`src/rtl/hack_wr_trace_fifo.sv`:
```
// hack_wr_trace_fifo
// Observes the Hack CPU data-memory write port, stamps every qualifying RAM
// write with a free-running cycle counter and buffers {address, data, stamp}
// in a FIFO that drains through a valid/ready port to a trace sink.
//
// Ports:
//   Clk        core clock, all logic on its rising edge
//   Reset      synchronous active-low reset
//   CaptureEn  1 = qualifying writes are captured
//   WrEn       CPU RAM write enable
//   WrAddr     CPU RAM address
//   WrData     CPU data out
//   OutValid   head entry available
//   OutReady   sink accepts the head entry
//   OutAddr    head entry address (0 while OutValid=0)
//   OutData    head entry data    (0 while OutValid=0)
//   OutStamp   head entry stamp   (0 while OutValid=0)
//   Count      current occupancy
//   Overflow   sticky, a qualifying write was dropped
//   DropCnt    dropped writes, saturating at 255
//   ClrOvf     clears Overflow and DropCnt (a same-cycle drop wins)
module hack_wr_trace_fifo #(
  parameter int                ADDR_W  = 15,
  parameter int                DATA_W  = 16,
  parameter int                TS_W    = 16,
  parameter int                DEPTH   = 16,
  parameter logic [ADDR_W-1:0] FILT_LO = 15'h0000,
  parameter logic [ADDR_W-1:0] FILT_HI = 15'h7FFF
) (
  input  logic                     Clk,
  input  logic                     Reset,
  input  logic                     CaptureEn,
  input  logic                     WrEn,
  input  logic [ADDR_W-1:0]        WrAddr,
  input  logic [DATA_W-1:0]        WrData,
  output logic                     OutValid,
  input  logic                     OutReady,
  output logic [ADDR_W-1:0]        OutAddr,
  output logic [DATA_W-1:0]        OutData,
  output logic [TS_W-1:0]          OutStamp,
  output logic [$clog2(DEPTH):0]   Count,
  output logic                     Overflow,
  output logic [7:0]               DropCnt,
  input  logic                     ClrOvf
);

  localparam int PTR_W = $clog2(DEPTH);
  localparam int CNT_W = PTR_W + 1;

  localparam logic [PTR_W-1:0] PTR_ONE  = {{(PTR_W-1){1'b0}}, 1'b1};
  localparam logic [CNT_W-1:0] CNT_ONE  = {{(CNT_W-1){1'b0}}, 1'b1};
  localparam logic [CNT_W-1:0] CNT_ZERO = {CNT_W{1'b0}};
  localparam logic [TS_W-1:0]  TS_ONE   = {{(TS_W-1){1'b0}}, 1'b1};
  localparam logic [CNT_W-1:0] FULL_CNT = CNT_W'(DEPTH);

  // Entry storage (no reset needed: occupancy decides what is valid)
  logic [ADDR_W-1:0] mem_addr_r  [DEPTH];
  logic [DATA_W-1:0] mem_data_r  [DEPTH];
  logic [TS_W-1:0]   mem_stamp_r [DEPTH];

  logic [PTR_W-1:0]  wr_ptr_r;
  logic [PTR_W-1:0]  rd_ptr_r;
  logic [CNT_W-1:0]  count_r;
  logic [TS_W-1:0]   stamp_r;
  logic              valid_r;
  logic [ADDR_W-1:0] out_addr_r;
  logic [DATA_W-1:0] out_data_r;
  logic [TS_W-1:0]   out_stamp_r;
  logic              ovf_r;
  logic [7:0]        drop_cnt_r;

  logic              lo_ok_s;
  logic              hi_ok_s;
  logic              qualify_s;
  logic              pop_s;
  logic              full_s;
  logic              drop_s;
  logic              push_s;
  logic [CNT_W-1:0]  count_nxt_s;
  logic [PTR_W-1:0]  rd_ptr_nxt_s;
  logic [ADDR_W-1:0] head_addr_s;
  logic [DATA_W-1:0] head_data_s;
  logic [TS_W-1:0]   head_stamp_s;
  logic              ovf_nxt_s;
  logic [7:0]        drop_cnt_nxt_s;

  // Address window check; the extra MSB keeps the compare meaningful at the
  // extreme window limits (0 and all-ones).
  assign lo_ok_s = ({1'b1, WrAddr} >= {1'b1, FILT_LO});
  assign hi_ok_s = ({1'b0, WrAddr} <= {1'b0, FILT_HI});

  // Push/pop/drop qualification for this edge
  always_comb begin
    qualify_s = CaptureEn & WrEn & lo_ok_s & hi_ok_s;
    pop_s     = valid_r & OutReady;
    full_s    = (count_r == FULL_CNT);
    // A full FIFO still accepts a write when the head leaves in the same cycle
    drop_s    = qualify_s & full_s & ~pop_s;
    push_s    = qualify_s & ~drop_s;
  end

  // Next occupancy and next read pointer
  always_comb begin
    count_nxt_s = count_r;
    case ({push_s, pop_s})
      2'b10:   count_nxt_s = count_r + CNT_ONE;
      2'b01:   count_nxt_s = count_r - CNT_ONE;
      default: count_nxt_s = count_r;
    endcase
    if (pop_s) begin
      rd_ptr_nxt_s = rd_ptr_r + PTR_ONE;
    end else begin
      rd_ptr_nxt_s = rd_ptr_r;
    end
  end

  // Next head entry, so the output port can be registered. When the next
  // head is the slot being written this edge (empty FIFO, or the last entry
  // leaving while a new one arrives) it comes from the write port instead.
  always_comb begin
    head_addr_s  = {ADDR_W{1'b0}};
    head_data_s  = {DATA_W{1'b0}};
    head_stamp_s = {TS_W{1'b0}};
    if (count_nxt_s == CNT_ZERO) begin
      head_addr_s  = {ADDR_W{1'b0}};
      head_data_s  = {DATA_W{1'b0}};
      head_stamp_s = {TS_W{1'b0}};
    end else if (push_s && (wr_ptr_r == rd_ptr_nxt_s)) begin
      head_addr_s  = WrAddr;
      head_data_s  = WrData;
      head_stamp_s = stamp_r;
    end else begin
      head_addr_s  = mem_addr_r[rd_ptr_nxt_s];
      head_data_s  = mem_data_r[rd_ptr_nxt_s];
      head_stamp_s = mem_stamp_r[rd_ptr_nxt_s];
    end
  end

  // Sticky overflow and saturating drop counter; a drop beats a clear
  always_comb begin
    ovf_nxt_s      = ovf_r;
    drop_cnt_nxt_s = drop_cnt_r;
    if (drop_s) begin
      ovf_nxt_s = 1'b1;
      if (ClrOvf) begin
        drop_cnt_nxt_s = 8'd1;
      end else if (drop_cnt_r == 8'hFF) begin
        drop_cnt_nxt_s = 8'hFF;
      end else begin
        drop_cnt_nxt_s = drop_cnt_r + 8'd1;
      end
    end else if (ClrOvf) begin
      ovf_nxt_s      = 1'b0;
      drop_cnt_nxt_s = 8'd0;
    end else begin
      ovf_nxt_s      = ovf_r;
      drop_cnt_nxt_s = drop_cnt_r;
    end
  end

  // Entry storage write
  always_ff @(posedge Clk) begin
    if (Reset && push_s) begin
      mem_addr_r[wr_ptr_r]  <= WrAddr;
      mem_data_r[wr_ptr_r]  <= WrData;
      mem_stamp_r[wr_ptr_r] <= stamp_r;
    end
  end

  // Control state, stamp counter and registered output port
  always_ff @(posedge Clk) begin
    if (!Reset) begin
      wr_ptr_r    <= {PTR_W{1'b0}};
      rd_ptr_r    <= {PTR_W{1'b0}};
      count_r     <= CNT_ZERO;
      stamp_r     <= {TS_W{1'b0}};
      valid_r     <= 1'b0;
      out_addr_r  <= {ADDR_W{1'b0}};
      out_data_r  <= {DATA_W{1'b0}};
      out_stamp_r <= {TS_W{1'b0}};
      ovf_r       <= 1'b0;
      drop_cnt_r  <= 8'd0;
    end else begin
      if (push_s) begin
        wr_ptr_r <= wr_ptr_r + PTR_ONE;
      end
      rd_ptr_r    <= rd_ptr_nxt_s;
      count_r     <= count_nxt_s;
      stamp_r     <= stamp_r + TS_ONE;
      valid_r     <= (count_nxt_s != CNT_ZERO);
      out_addr_r  <= head_addr_s;
      out_data_r  <= head_data_s;
      out_stamp_r <= head_stamp_s;
      ovf_r       <= ovf_nxt_s;
      drop_cnt_r  <= drop_cnt_nxt_s;
    end
  end

  assign OutValid = valid_r;
  assign OutAddr  = out_addr_r;
  assign OutData  = out_data_r;
  assign OutStamp = out_stamp_r;
  assign Count    = count_r;
  assign Overflow = ovf_r;
  assign DropCnt  = drop_cnt_r;

endmodule

```
`config.mk`:
```
export PLATFORM = sky130hd
export DESIGN_NAME = hack_wr_trace_fifo
export DESIGN_NICKNAME = d
export VERILOG_FILES = /design/src/rtl/hack_wr_trace_fifo.sv
export SDC_FILE = /design/constraint.sdc
export NUM_CORES = 1
export LEC_CHECK = 0
export ABC_CLOCK_PERIOD_IN_PS = 5700
export BUFFER_PORTS_ARGS = -buffer_cell sky130_fd_sc_hd__buf_2
export CELL_PAD_IN_SITES_DETAIL_PLACEMENT = 2
export CELL_PAD_IN_SITES_GLOBAL_PLACEMENT = 2
export CORE_ASPECT_RATIO = 1.5
export CORE_MARGIN = 1.5
export CORE_UTILIZATION = 40
export CTS_CLUSTER_DIAMETER = 150
export DETAILED_ROUTE_END_ITERATION = 7
export MAX_ROUTING_LAYER = met4
export PLACE_DENSITY_LB_ADDON = 0.3
export RECOVER_POWER = 100
export SYNTH_ARGS = -nofsm -noshare
export SYNTH_HDL_FRONTEND = slang
export SYNTH_SLANG_ARGS = --single-unit
```
`constraint.sdc`:
```
create_clock -name Clk -period 5.7 [get_ports Clk]
set_clock_uncertainty 0.2 [all_clocks]
set_input_delay 1.14 -clock Clk [delete_from_list [all_inputs] [get_ports Clk]]
set_output_delay 1.14 -clock Clk [all_outputs]
set_load 0.01 [all_outputs]
```
### Word-level counts from Yosys, hierarchy flattened

Memories as Yosys holds them, arrays and structs flattened. A register that Yosys moved wholly into a read port is not among the register bits.
Index checks and enable logic that the tools add are counted.

* input bits: 37
* logic and storage cells: 43
* output and inout bits: 62
* register bits: 39
* bits in writable memories: 752
* memories: 3

* reductions and logical operators: 5
* bitwise operators: 8
* equal/unequal tests: 4
* $add $sub $neg: 6
* muxes and demuxes: 10

Memories
* mem_data_r: depth 16, width 16, read ports 1, clocked after Yosys merged registers in 1, write ports 1, line 58 `logic [DATA_W-1:0] mem_data_r [DEPTH];`
* mem_stamp_r: depth 16, width 16, read ports 1, clocked after Yosys merged registers in 1, write ports 1, line 59 `logic [TS_W-1:0] mem_stamp_r [DEPTH];`
* mem_addr_r: depth 16, width 15, read ports 1, clocked after Yosys merged registers in 1, write ports 1, line 57 `logic [ADDR_W-1:0] mem_addr_r [DEPTH];`

Operator list (count)
* 2-to-1 mux 8 bit: 4
* adder 16 x 1 -> 16 bit, second input constant: 1
* one-hot mux 5 bit (2 select lines): 1
* adder 4 x 1 -> 4 bit, second input constant: 2
* adder 8 x 1 -> 8 bit, second input constant: 1
* equality test 8 bit, second input constant: 1
* adder 5 x 1 -> 5 bit, second input constant: 1
* bitwise AND 1 bit: 5
* equality test 5 bit, second input constant: 1
* zero test 5 bit: 1
* nonzero test 5 bit: 1
* subtractor 5 x 1 -> 5 bit, second input constant: 1
* 2-to-1 mux 1 bit: 4
* 2-to-1 mux 4 bit: 1
* NOT 1 bit: 3
* equality test 2 x 1 -> 1 bit, second input constant: 1
* equality test 2 bit, second input constant: 1
* nonzero test 2 bit: 1
* OR reduction 2 bit: 1
* logical AND 1 bit: 1

### Longest topological paths before layout

* depth in word-level cells: 9
* depth in mapped cells: 13
* mapped depth without buffers: 10

### Least setup slack after synthesis

OpenSTA, ideal clock, no wires.

* path kind: input -> register
* from: in CaptureEn
* to: mem mem_addr_r[0][0] (enable)
* buffers on the path: 0
* cell stages on the path: 5
* setup slack: -61 ps
* arrival: 5051 ps
* data required time: 4990 ps
* library setup time: 510 ps
* cell sequence: and2_0 -> o31a_4 -> and2_4 -> nand2_1 -> nor3_1

* cells in the longest elaborated chain, start to end: 8

Ends and longest elaborated chain
* start, declared: line 32 `input logic CaptureEn,`
* bitwise AND 1 bit (*): line 94 `qualify_s = CaptureEn & WrEn & lo_ok_s & hi_ok_s;`
* bitwise AND 1 bit (2 in a row): line 98 `drop_s = qualify_s & full_s & ~pop_s;`
* NOT 1 bit: line 99 `push_s = qualify_s & ~drop_s;`
* bitwise AND 1 bit (*): line 99
* logical AND 1 bit (*): line 163 `if (Reset && push_s) begin`
* 2-to-1 mux 1 bit (*): line 163
* 2-to-1 mux 1 bit (not written as such) (*): line 164 `mem_addr_r[wr_ptr_r] <= WrAddr;`
* end, declared: line 57

Mark *: on every way between the ends. The rest lies on a longest branch, timed or not.

### Worst setup path in the final report

* from: in OutReady
* to: mem mem_data_r[10][15] (enable)

* cells in the longest elaborated chain, start to end: 8

Ends and longest elaborated chain
* start, declared: line 37 `input logic OutReady,`
* bitwise AND 1 bit: line 95 `pop_s = valid_r & OutReady;`
* NOT 1 bit: line 98
* bitwise AND 1 bit: line 98
* NOT 1 bit: line 99
* bitwise AND 1 bit: line 99
* logical AND 1 bit: line 163
* 2-to-1 mux 1 bit: line 163
* 2-to-1 mux 1 bit (not written as such): line 165 `mem_data_r[wr_ptr_r] <= WrData;`
* end, declared: line 58

Every way passes these cells.

==> results.py <==
metrics = {
    "clock_network": {
        "htreeDepth": 3,
        "post_cts_resized": 0,
        "clk_path_buf_depth": 3,
        "cts.clk_slew.worst_paths_ns": 0.06,
        "post_cts_buffers": 0,
        "tritoncts": "done",
        "hold_buffers": 0,
        "cts_root_buf": "clkbuf_16",
        "clock-sinks": 838,
        "clk_latency_ns": 0.67,
        "cts-buffers-inserted": 81,
    },
    "critical_path": {
        "critPathArrivalTime_ns": 4.70,
        "crit_fanout": 24,
        "startpoint_type": "primary input",
        "cp_cell_sequence": "clkbuf_1, and2_0, o31a_4, and2_0, nand2_1, nor2_4, clkbuf_1",
        "cp.required_ns": 5.73,
        "r2r-start": "OutValid",
        "r2r_end": "mem_data_r[10][15]",
        "slowest_stage": "clkbuf_1",
        "critPathBufInv": 2,
        "cpPeakStageDelay_ns": 1.57,
        "r2r_slack_ns": 1.36,
        "criticalPathCategory": "primary input to register",
        "critPathTopFamily": "buffers and inverters",
        "end_kind": "register",
        "reg2reg_depth": 6,
    },
    "floorplan": {
        "die_h_um": 373,
        "num_rows": 135,
        "start_util_pct": 40.4,
        "dieArea_um2": 92900,
        "die_w_um": 249,
        "core_um2": 90200,
        "top_level_ports": 99,
    },
    "timing": {
        "setup_tns_ns": 0,
        "fin_crit_sh_pct": 81.9,
        "clock.fmax_mhz": 214,
        "finalSetupViolations": 0,
        "final_max_slew_viol_count": 247,
        "relSlewSlack_pct": -45.8,
        "rsz0062_at_grt": "no",
        "min_period_ns": 4.67,
        "worstMarginPinSlew_ns": 2.19,
        "finalHoldViolCount": 0,
    },
    "logic_synthesis": {
        "synth_largest_area_cell": "edfxtp_1",
        "synth_top_area_share_pct": 62.0,
        "ys_seq_area_share_pct": 66.8,
        "netlist_area_um2": 36400,
        "yosysMostFrequentCell": "edfxtp_1",
        "synth_cells": 2316,
        "yosys_warnings": 0,
        "synthDistinctLibCells": 67,
        "yosys-top-cells-area": "edfxtp_1, mux2_2, dfxtp_1",
        "syn_avg_cell_area_um2": 15.7,
        "ys_top_cells_by_count": "edfxtp_1, mux2_2, o22ai_1",
        "synth-seq-cells": 838,
        "synthFlopType": "edfxtp_1",
        "async_flop_share_pct": 0,
        "synth_edf_count": 752,
        "syn_nets": 2364,
    },
    "final_layout": {
        "area_growth_pct": 11.7,
        "insertedDiodeCount": 0,
        "nets": 2431,
        "drive_gt1_share_pct": 25.9,
    },
    "global_routing": {
        "grt-ovfl-total": 0,
        "grt.total_usage_pct": 25.5,
        "grt_pass1_vias": 25200,
        "grt_max_degree": 137,
        "grt_pass1_wl_mm": 169,
        "antenna_found_initial": 1,
    },
    "detailed_routing": {
        "first_pass_iters": 5,
        "routedWlPerCell_um": 32.0,
        "num_vias": 22200,
        "wl_mm": 116,
        "drtAntennaViolNets": 0,
        "drc": 0,
        "dr.first_iter.drc_count": 1415,
        "vias_per_cell": 6.13,
    },
    "min_path": {
        "min_to": "DropCnt[5]",
        "whs_path_depth": 2,
        "holdCritPathClass": "register to register",
        "hold_path.startpoint": "DropCnt[5]",
    },
    "status": {
        "violations": "max-capacitance violations, max-slew violations",
        "status": "complete, but fails checks",
    },
    "placement": {
        "port_buffers": 98,
        "hpwl_mm": 62.4,
        "place.gp.congestion": 0.763,
    },
    "power": {
        "power_leakage_nw": 12.7,
        "ir_drop_mv": 0.242,
        "p_per_area_nw_per_um2": 371,
        "p_total_mw": 15.1,
    },
    "run": {
        "drv_cap": 10,
    },
}
[metrics by stage]
stage	instances	instance area [um2]	setup WS, ns	utilization [%]	hold WS [ns]
after floorplan	2316	36400	0.0299	-	0.339
after detailed placement	3464	38400	1.17	42.6	0.323
after global placement	3464	38400	1.35	42.6	0.312
after CTS	3615	41100	1.65	45.6	0.338
final	3615	40700	1.03	45.1	0.332
after global routing	3615	40700	0.809	45.1	0.371
[how the worst max path moves through the flow]
stage	start	to	cells past startpoint
3_5_place_dp	OutReady	OutStamp[3]	12
3_3_place_gp	OutReady	OutData[6]	8
4_1_cts	rd_ptr_r[1]	OutAddr[8]	7
2_1_floorplan	CaptureEn	mem_addr_r[3][0]	4
6_report	OutReady	mem_data_r[10][15]	7
5_1_grt	OutReady	mem_data_r[10][15]	7
[flip-flops by register name (all words and copies together) (netlist names)]
signal / cells
Count: 5
DropCnt: 8
OutAddr: 15
OutData: 16
OutStamp: 16
OutValid: 1
Overflow: 1
mem_addr_r: 240
mem_data_r: 256
mem_stamp_r: 256
rd_ptr_r: 4
stamp_r: 16
wr_ptr_r: 4
[placed cells by master (no fill, tap or decap), types with 11 or more instances in the layout]
master,count
o211ai_1,49
clkinv_2,14
a221oi_1,47
buf_4,27
nor2_1,86
mux2_2,428
edfxtp_1,752
nand2_1,20
mux2_1,34
mux2i_1,95
a211oi_1,50
buf_12,16
inv_1,16
clkbuf_1,123
xnor2_1,11
a21oi_1,13
o21ai_0,54
nand3_1,19
dfxtp_1,85
clkbuf_16,86
o31a_1,46
o22ai_1,230
[report_power, final]
group	total [mW]	switching, mW	internal, mW	leakage (nW)
Clock	5.66	2.41	3.26	1.35
Combinational	2.49	1.47	1.03	3.83
Sequential	6.95	0.148	6.80	7.54
[area by class of cell]
type / count / area, um2
clock buffer: 117 / 2370
sequential: 838 / 24300
fill: 8493 / 49500
timing repair buffer: 155 / 956
inverter: 16 / 60.1
clock inverter: 34 / 378
tap: 1164 / 1460
multi-input combinational: 1291 / 11100
[layer usage]
layer,wire length (um),track usage (%),part of all wire [%],up-vias
met1,45200,28.7,39,12000
met2,62400,46.7,54,562
met4,3690,8.76,3.2,0
met3,4490,3.37,3.9,207
li1,-,-,-,9437
met5,0,-,0,-
[tightest hold or removal path, stage by stage (launching register included)]
cell and delay [ns]:
dfxtp_1 0.32, a21oi_1 0.11, a211oi_1 0.05
[cells by family (layout without fill, tap and decap cells)]
logic type | after synthesis | after routing | share of synthesized area, %
AO/OA/AOI/OAI | 520 | 520 | 10.5
adder cells (fa/ha/maj) | 11 | 11 | 0.399
flip-flops | 838 | 838 | 66.8
multiplexers | 557 | 557 | 16.9
buffers and inverters | 187 | 322 | 2.49
XOR/XNOR | 23 | 23 | 0.646
AND/OR/NAND/NOR | 180 | 180 | 2.33
(Power assumes the default switching activity.)
